===== config.mk =====
export PLATFORM = sky130hd
export DESIGN_NAME = lfsr_pattern_gen_flat
export DESIGN_NICKNAME = d
export VERILOG_FILES = /design/src/rtl/lfsr_pattern_gen_if.sv /design/src/rtl/lfsr_pattern_gen.sv /design/src/flat_wrapper.sv
export SDC_FILE = /design/constraint.sdc
export NUM_CORES = 1
export LEC_CHECK = 0
export BUFFER_PORTS_ARGS = -buffer_cell sky130_fd_sc_hd__buf_2
export CAP_MARGIN = 15
export CORE_ASPECT_RATIO = 1.1
export CORE_UTILIZATION = 40
export CTS_CLUSTER_DIAMETER = 30
export DETAILED_ROUTE_END_ITERATION = 12
export GPL_TIMING_DRIVEN = 0
export PLACE_DENSITY = 0.62
export RECOVER_POWER = 25
export SLEW_MARGIN = 10
export SYNTH_ARGS = -nofsm -noshare
export SYNTH_HDL_FRONTEND = slang
export SYNTH_SLANG_ARGS = --single-unit

===== constraint.sdc =====
create_clock -name clk -period 1.9 [get_ports clk]
set_input_delay 0.19 -clock clk [delete_from_list [all_inputs] [get_ports clk]]
set_output_delay 0.19 -clock clk [all_outputs]
set_load 0.01 [all_outputs]

===== src/rtl/lfsr_pattern_gen_if.sv =====
// Pattern-generator bus: the controller side (start/seed/count) plus the
// valid/ready pattern stream and the run status flags.
interface lfsr_pattern_gen_if #(
  parameter int WIDTH = 5,
  parameter int CNT_W = 16
);
  logic             start;
  logic [WIDTH-1:0] seed;
  logic [CNT_W-1:0] num_patterns;
  logic             pat_ready;
  logic             pat_valid;
  logic [WIDTH-1:0] pattern;
  logic             busy;
  logic             done;
  logic             wrapped;
  logic [CNT_W-1:0] remaining;

  // Controller / pattern sink side
  modport master (
    output start, seed, num_patterns, pat_ready,
    input  pat_valid, pattern, busy, done, wrapped, remaining
  );

  // Generator side
  modport slave (
    input  start, seed, num_patterns, pat_ready,
    output pat_valid, pattern, busy, done, wrapped, remaining
  );
endinterface


===== src/rtl/lfsr_pattern_gen.sv =====
// Fibonacci-LFSR test pattern generator. A run is started with a seed and a
// pattern count; the LFSR state is offered on a valid/ready stream and
// advances only when the sink accepts it. A sticky flag records whether the
// sequence came back round to the run seed.
module lfsr_pattern_gen #(
  parameter int               WIDTH = 5,
  parameter logic [WIDTH-1:0] TAPS  = 5'b10100,
  parameter int               CNT_W = 16
) (
  input  logic                 clk,
  input  logic                 rst,
  lfsr_pattern_gen_if.slave    bus
);

  typedef enum logic [1:0] {
    IDLE = 2'd0,
    RUN  = 2'd1,
    DONE = 2'd2
  } state_t;

  // The all-zero state is a fixed point of an XOR LFSR, so it is never loaded.
  localparam logic [WIDTH-1:0] LFSR_ONE = {{(WIDTH-1){1'b0}}, 1'b1};
  localparam logic [CNT_W-1:0] CNT_ONE  = {{(CNT_W-1){1'b0}}, 1'b1};

  state_t           state;
  logic [WIDTH-1:0] lfsr;
  logic [WIDTH-1:0] seed_q;
  logic [WIDTH-1:0] lfsr_next;
  logic [WIDTH-1:0] seed_safe;
  logic             accept_start;
  logic             xfer;
  logic             last_xfer;

  // One Fibonacci shift: feedback is the parity of the tapped bits, shifted in at bit 0.
  function automatic logic [WIDTH-1:0] lfsr_step(input logic [WIDTH-1:0] cur);
    logic fb;
    fb = ^(cur & TAPS);
    return {cur[WIDTH-2:0], fb};
  endfunction

  // Replace a lockup (all-zero) seed with the canonical non-zero start state.
  function automatic logic [WIDTH-1:0] guard_seed(input logic [WIDTH-1:0] s);
    return (s == '0) ? LFSR_ONE : s;
  endfunction

  // Decode the events that drive the FSM this cycle.
  always_comb begin
    lfsr_next    = lfsr_step(lfsr);
    seed_safe    = guard_seed(bus.seed);
    accept_start = 1'b0;
    xfer         = 1'b0;
    last_xfer    = 1'b0;
    if (state == IDLE && bus.start) begin
      accept_start = 1'b1;
    end
    if (state == RUN && bus.pat_valid && bus.pat_ready) begin
      xfer      = 1'b1;
      last_xfer = (bus.remaining == CNT_ONE);
    end
  end

  // Run seed is pure data: captured on an accepted start, no reset needed.
  always_ff @(posedge clk) begin
    if (accept_start) begin
      seed_q <= seed_safe;
    end
  end

  // Run control FSM with registered status outputs, LFSR and pattern counter.
  always_ff @(posedge clk) begin
    if (rst) begin
      state         <= IDLE;
      lfsr          <= LFSR_ONE;
      bus.pat_valid <= 1'b0;
      bus.busy      <= 1'b0;
      bus.done      <= 1'b0;
      bus.wrapped   <= 1'b0;
      bus.remaining <= '0;
    end else begin
      case (state)
        IDLE: begin
          bus.done <= 1'b0;
          if (accept_start) begin
            lfsr          <= seed_safe;
            bus.remaining <= bus.num_patterns;
            bus.wrapped   <= 1'b0;
            bus.busy      <= 1'b1;
            if (bus.num_patterns != '0) begin
              state         <= RUN;
              bus.pat_valid <= 1'b1;
            end else begin
              // Empty run: straight to the end-of-run pulse, nothing offered.
              state    <= DONE;
              bus.done <= 1'b1;
            end
          end
        end

        RUN: begin
          if (xfer) begin
            lfsr <= lfsr_next;
            if (bus.remaining != '0) begin
              bus.remaining <= bus.remaining - CNT_ONE;
            end
            if (lfsr_next == seed_q) begin
              bus.wrapped <= 1'b1;
            end
            if (last_xfer) begin
              state         <= DONE;
              bus.pat_valid <= 1'b0;
              bus.done      <= 1'b1;
            end
          end
        end

        DONE: begin
          // Single-cycle end-of-run state; a start seen here is dropped.
          state    <= IDLE;
          bus.done <= 1'b0;
          bus.busy <= 1'b0;
        end

        default: begin
          state         <= IDLE;
          bus.pat_valid <= 1'b0;
          bus.busy      <= 1'b0;
          bus.done      <= 1'b0;
        end
      endcase
    end
  end

  assign bus.pattern = lfsr;

endmodule


===== src/flat_wrapper.sv =====
// flat-port wrapper written by rule: the top's interface ports become plain ports
module lfsr_pattern_gen_flat 
#(
  parameter int               WIDTH = 5,
  parameter logic [WIDTH-1:0] TAPS  = 5'b10100,
  parameter int               CNT_W = 16
)
  (clk, rst, bus_start, bus_seed, bus_num_patterns, bus_pat_ready, bus_pat_valid, bus_pattern, bus_busy, bus_done, bus_wrapped, bus_remaining);
  lfsr_pattern_gen_if #(.WIDTH(WIDTH), .CNT_W(CNT_W)) bus_i ();
  input  logic clk;
  input  logic rst;
  input wire logic [$bits(bus_i.start)-1:0] bus_start;
  input wire logic [$bits(bus_i.seed)-1:0] bus_seed;
  input wire logic [$bits(bus_i.num_patterns)-1:0] bus_num_patterns;
  input wire logic [$bits(bus_i.pat_ready)-1:0] bus_pat_ready;
  output wire logic [$bits(bus_i.pat_valid)-1:0] bus_pat_valid;
  output wire logic [$bits(bus_i.pattern)-1:0] bus_pattern;
  output wire logic [$bits(bus_i.busy)-1:0] bus_busy;
  output wire logic [$bits(bus_i.done)-1:0] bus_done;
  output wire logic [$bits(bus_i.wrapped)-1:0] bus_wrapped;
  output wire logic [$bits(bus_i.remaining)-1:0] bus_remaining;
  assign bus_i.start = bus_start;
  assign bus_i.seed = bus_seed;
  assign bus_i.num_patterns = bus_num_patterns;
  assign bus_i.pat_ready = bus_pat_ready;
  assign bus_pat_valid = bus_i.pat_valid;
  assign bus_pattern = bus_i.pattern;
  assign bus_busy = bus_i.busy;
  assign bus_done = bus_i.done;
  assign bus_wrapped = bus_i.wrapped;
  assign bus_remaining = bus_i.remaining;
  lfsr_pattern_gen #(.WIDTH(WIDTH), .TAPS(TAPS), .CNT_W(CNT_W)) u_core (.clk(clk), .rst(rst), .bus(bus_i));
endmodule

== After elaboration in Yosys (flattened, before gate mapping) ==
Cells that the tools add are included.

* Flip-flop bits (word level): 32
* Input port bits: 25
* Output and inout bits: 25
* Word-level logic and storage cells: 69

* Add/subtract/negate cells: 1
* Eq/ne operators: 10
* Mux-type cells: 32
* Bitwise operators: 2
* Reduce and logical (&&, ||, !) cells: 16

{| class="wikitable"
|+ Operator list
! operator !! count
|-
| 16-bit 2-to-1 mux || 3
|-
| 16-bit case mux with 2 select lines || 1
|-
| 16-bit nonzero test || 2
|-
| 16-bit by 1-bit == test with 1-bit output, second input constant || 1
|-
| 16-bit by 1-bit subtractor with 16-bit output, second input constant || 1
|-
| 1-bit 2-to-1 mux || 15
|-
| 5-bit 2-to-1 mux || 3
|-
| 5-bit case mux with 2 select lines || 1
|-
| 2-bit 2-to-1 mux || 4
|-
| 4-bit AND reduction || 2
|-
| 2-bit by 1-bit != test with 1-bit output, second input constant || 3
|-
| 2-bit != test, second input constant || 3
|-
| 1-bit case mux with 2 select lines || 3
|-
| 3-bit AND reduction || 2
|-
| 5-bit == test || 1
|-
| 5-bit logical NOT || 1
|-
| 5-bit AND reduction || 1
|-
| 5-bit XOR reduction || 1
|-
| 2-bit case mux with 2 select lines || 1
|-
| 2-bit AND reduction || 2
|-
| 1-bit logical AND || 3
|-
| 1-bit case mux with 3 select lines || 1
|-
| 2-bit by 1-bit == test with 1-bit output, second input constant || 1
|-
| 2-bit == test, second input constant || 1
|-
| 3 further kinds || 4
|}

== Logic depth before layout (Yosys ltp) ==
* Depth after elaboration: 7
* Depth in mapped cells: 9
* Gate-level depth less buffers: 7

== Worst setup path after synthesis ==
No wires, ideal clock.

* Kind: register -> register
* Start: register u_core.bus.remaining[0]
* End: register u_core.bus.remaining[0]
* Library setup time: 0.086 ns
* Data arrival time: 1.691 ns
* Data required time: 1.814 ns
* Setup slack: 0.123 ns
* Cell stages (with the launch flop): 9
* Buffers on the path: 2
* Period minus slack after synthesis: 1.777 ns
* Path through: dfxtp_1 > inv_1 > ha_1 > nor3b_2 > nand2_1 > o21a_1 > buf_2 > buf_6 > a221oi_2

* Longest elaborated chain between the ends: 4
* Elaborated cells on any way between the ends: 7
* Classes of those cells: add/sub (1); eq/ne (1); mux (3); reduce/logical (2)

{| class="wikitable"
|+ Ends and longest elaborated chain
! what !! RTL line !! text
|-
| from (decl) || lfsr_pattern_gen_if.sv:27 || <nowiki>output pat_valid, pattern, busy, done, wrapped, remaining</nowiki>
|-
| from (signal assigned) || lfsr_pattern_gen.sv:85 || <nowiki>bus.remaining <= bus.num_patterns;</nowiki>
|-
| from (signal assigned) || lfsr_pattern_gen.sv:103 || <nowiki>bus.remaining <= bus.remaining - CNT_ONE;</nowiki>
|-
| 16-bit by 1-bit subtractor with 16-bit output || lfsr_pattern_gen.sv:103 ||
|-
| 16-bit 2-to-1 mux || lfsr_pattern_gen.sv:102 || <nowiki>if (bus.remaining != '0) begin</nowiki>
|-
| 16-bit 2-to-1 mux || lfsr_pattern_gen.sv:100 || <nowiki>if (xfer) begin</nowiki>
|-
| 16-bit case mux with 2 select lines || lfsr_pattern_gen.sv:80 || <nowiki>case (state)</nowiki>
|}

Several ways; a longest one is shown, not always the timed one. The select of a mux whose other input is x is not followed.
A chain may end at the register's enable or synchronous reset.

== Final worst setup path ==
* Start: register u_core.bus.remaining[0]
* End: register u_core.bus.remaining[14]

Same word-level chain as after synthesis.

==> results_dict.tcl <==
set metrics [dict create \
    status "complete, no violations" \
    wire_per_inst_um 15.8 \
    multi_input_area_um2 1080 \
    timing.fmax_ghz 0.552 \
    gr-usage-all-layers_pct 23.3 \
    drtIter0Drc 121 \
    nNetsFinal 308 \
    r2r-start "u_core.bus.remaining[0]$_SDFFE_PP0P_" \
    cp_max_fo 6 \
    grt_pass1_vias 1730 \
    cts.path.max_buffers 2 \
    p_leak_nw 0.920 \
    r2r_slack_ps 90 \
    antenna_found_initial 0 \
    cts_root_buffer "clkbuf_8" \
    dpl_cell_area_um2 2140 \
    grt_pass1_wl_mm 8.45 \
    io_pins 50 \
    htreeDepth 2 \
    io_buffers 48 \
    synth-seq-area-share_pct 37.8 \
    hold_buffers 0 \
    cts-buffers-inserted 5 \
    fp.dieH_um 72.9 \
    synth_area_leaders "dfxtp_1 (30%), edfxtp_1 (8.2%), nand2_1 (6.6%)" \
    synth_edf_count 5 \
    viasPerCell 5.66 \
    preCtsSetupSlack_ps -116 \
    dp_hpwl_mm 3.83 \
    async_flop_share_pct 0 \
    met1_length_mm 2.40 \
    synth_cell_types 50 \
    drt_wl_total_mm 5.30 \
    synth_ff_type "dfxtp_1" \
    place.gp.congestion 0.829 \
    ys_seq_elements 32 \
    diodes 0 \
    r2r_cells 8 \
    tightest_slew_ps 588 \
    syn_to_final_growth_pct 24.8 \
    top_layer_used "met4" \
    fillers 430 \
    clk_latency_ps 290 \
    cts_sinks 32 \
    period_share_pct 95.3 \
    critPathCaptureType "flop" \
    crit_path_start "u_core.bus.remaining[0]$_SDFFE_PP0P_" \
    worst_slack_ps 88.9 \
    drtAntennaViolNets 0 \
    grt_max_degree 11 \
    finalSetupViolations 0 \
    peakVddDrop_mv 0.568 \
    globalRouteOverflowTotal 0 \
    drc_errors 0 \
    required_ps 2100 \
    finalHoldViolCount 0 \
    drtPass1Iterations 4 \
    slew_headroom_pct 60.8 \
    start_util_pct 42.0 \
    power.density_nw_per_um2 889 \
    start_kind "flop" \
    drv_slew 0 \
    tritoncts "done" \
    clk_pin_slew_worst_paths_ps 60 \
    finalInstanceArea_um2 2280 \
    synth_top_area_share_pct 29.6 \
    wl_met2_mm 2.47 \
    dieWidth_um 66.5 \
    cp-endpoint "u_core.bus.remaining[14]$_SDFFE_PP0P_" \
    crit_type "reg -> reg" \
    power_mw 2.03 \
    fin_crit_ps 1810 \
    die-area_um2 4840 \
    seqCellArea_um2 693 \
    core_um2 4350 \
    dp.cells 326 \
    wl_met3_um 342 \
    synth_common_cells "nand2_1 (32), dfxtp_1 (27), a21oi_1 (23)" \
    vias 1902 \
    netlist_instances 224 \
    worstReg2RegEnd "u_core.bus.remaining[14]$_SDFFE_PP0P_" \
    finalClockSkew_ps 6.68 \
    yosysWarnings 0 \
    drive_gt1_share_pct 26.2 \
    synth_nets 251 \
    hp-class "in -> reg" \
    arrival_ps 2010 \
    synth_top_cell_by_area "dfxtp_1" \
    layout.cells.non_filler 336 \
    yosysMostFrequentCell "nand2_1" \
    maxCapViolCount 0 \
    rows 25 \
    synth_area_um2 1830 \
    avgSynthCellArea_um2 8.16 \
]
-- layer usage --
metal | global-route usage, % | vias to the layer above
met1 | 30.7 | 903
met2 | 36.4 | 62
met3 | 6.41 | 7
li1 | - | 930
met5 | 0 | -
met4 | 8.27 | 0
-- final cells by class --
type	count	area share [%]
multi-input cells	166	47.2
flip-flops and latches	32	30.4
plain buffers	17	3.84
clock inverters	1	0.219
well taps	54	2.96
inverters	9	1.48
repair buffers	50	10.6
clock buffers	7	3.35
-- state kept, by name (all words and copies together), names as in the netlist --
signal,flops
u_core.bus.wrapped,1
u_core.bus.busy,1
u_core.state,2
u_core.bus.pat_valid,1
u_core.bus.done,1
u_core.seed_q,5
u_core.bus.pattern,5
u_core.bus.remaining,16
-- report_power, final --
part | switching [mW] | internal, mW
combinational | 0.391 | 0.279
clock | 0.251 | 0.257
sequential | 0.0952 | 0.756
total | 0.737 | 1.29
-- cells in the final DEF (no fill, tap or decap), types with 6 or more instances in the layout --
cell type	synthesis	layout
buf_2	3	37
nand2_1	32	31
dfxtp_1	27	25
clkbuf_1	13	22
a21oi_1	23	22
o21ai_0	18	18
nor2_1	16	16
inv_1	9	8
nor4_1	7	6
-- stage by stage --
step                util, %  TNS, ps  hold slack (ps)
detailed placement     49.1     -771              449
CTS                    51.3        0              185
global placement       49.1    -1100              451
global route           52.5    -8.12              208
floorplan                 -        0              353
finish                 52.5        0              194
-- what timing repair did --
action                                  4_1_cts  5_1_grt
pin swaps                                     0        2
gates resized for setup                       2       23
setup buffers                                 1        1
endpoints found under the setup margin       15       21
-- logic make-up after synthesis --
kind of cell               count (synthesis)  synth area share [%]
xor gates and xnor gates                   6                  2.87
and+or+nand+nor                           84                  25.0
adders and majority gates                  2                  1.37
AOI/OAI and AO/OA                         73                  26.5
buffers and inverters                     26                  5.95
DFF                                       32                  37.8
muxes                                      1                 0.548
-- worst min-delay path by stage --
| stage | from | end | slack, ps | cells past startpoint |
|---|---|---|---|---|
| after floorplan | bus_seed[4] | u_core.bus.pattern[4]$_SDFFE_PP0P_ | 350 | 2 |
| after global placement | u_core.bus.busy$_SDFFE_PP0P_ | u_core.bus.busy$_SDFFE_PP0P_ | 450 | 2 |
| after detailed placement | u_core.bus.busy$_SDFFE_PP0P_ | u_core.bus.busy$_SDFFE_PP0P_ | 450 | 2 |
| after CTS | bus_seed[3] | u_core.seed_q[3]$_DFFE_PN_ | 180 | 2 |
| after global routing | bus_seed[1] | u_core.bus.pattern[1]$_SDFFE_PP0P_ | 210 | 3 |
| final | bus_seed[2] | u_core.bus.pattern[2]$_SDFFE_PP0P_ | 190 | 3 |
-- critical path, cell delays in order (launching register included) --
cell and delay, ps:
dfxtp_2 360, inv_2 80, ha_2 200, nor3b_4 220, buf_4 170, nand2_1 110
o21ai_0 260, a21oi_1 130, a211oi_2 210
(Power assumes the default switching activity.)
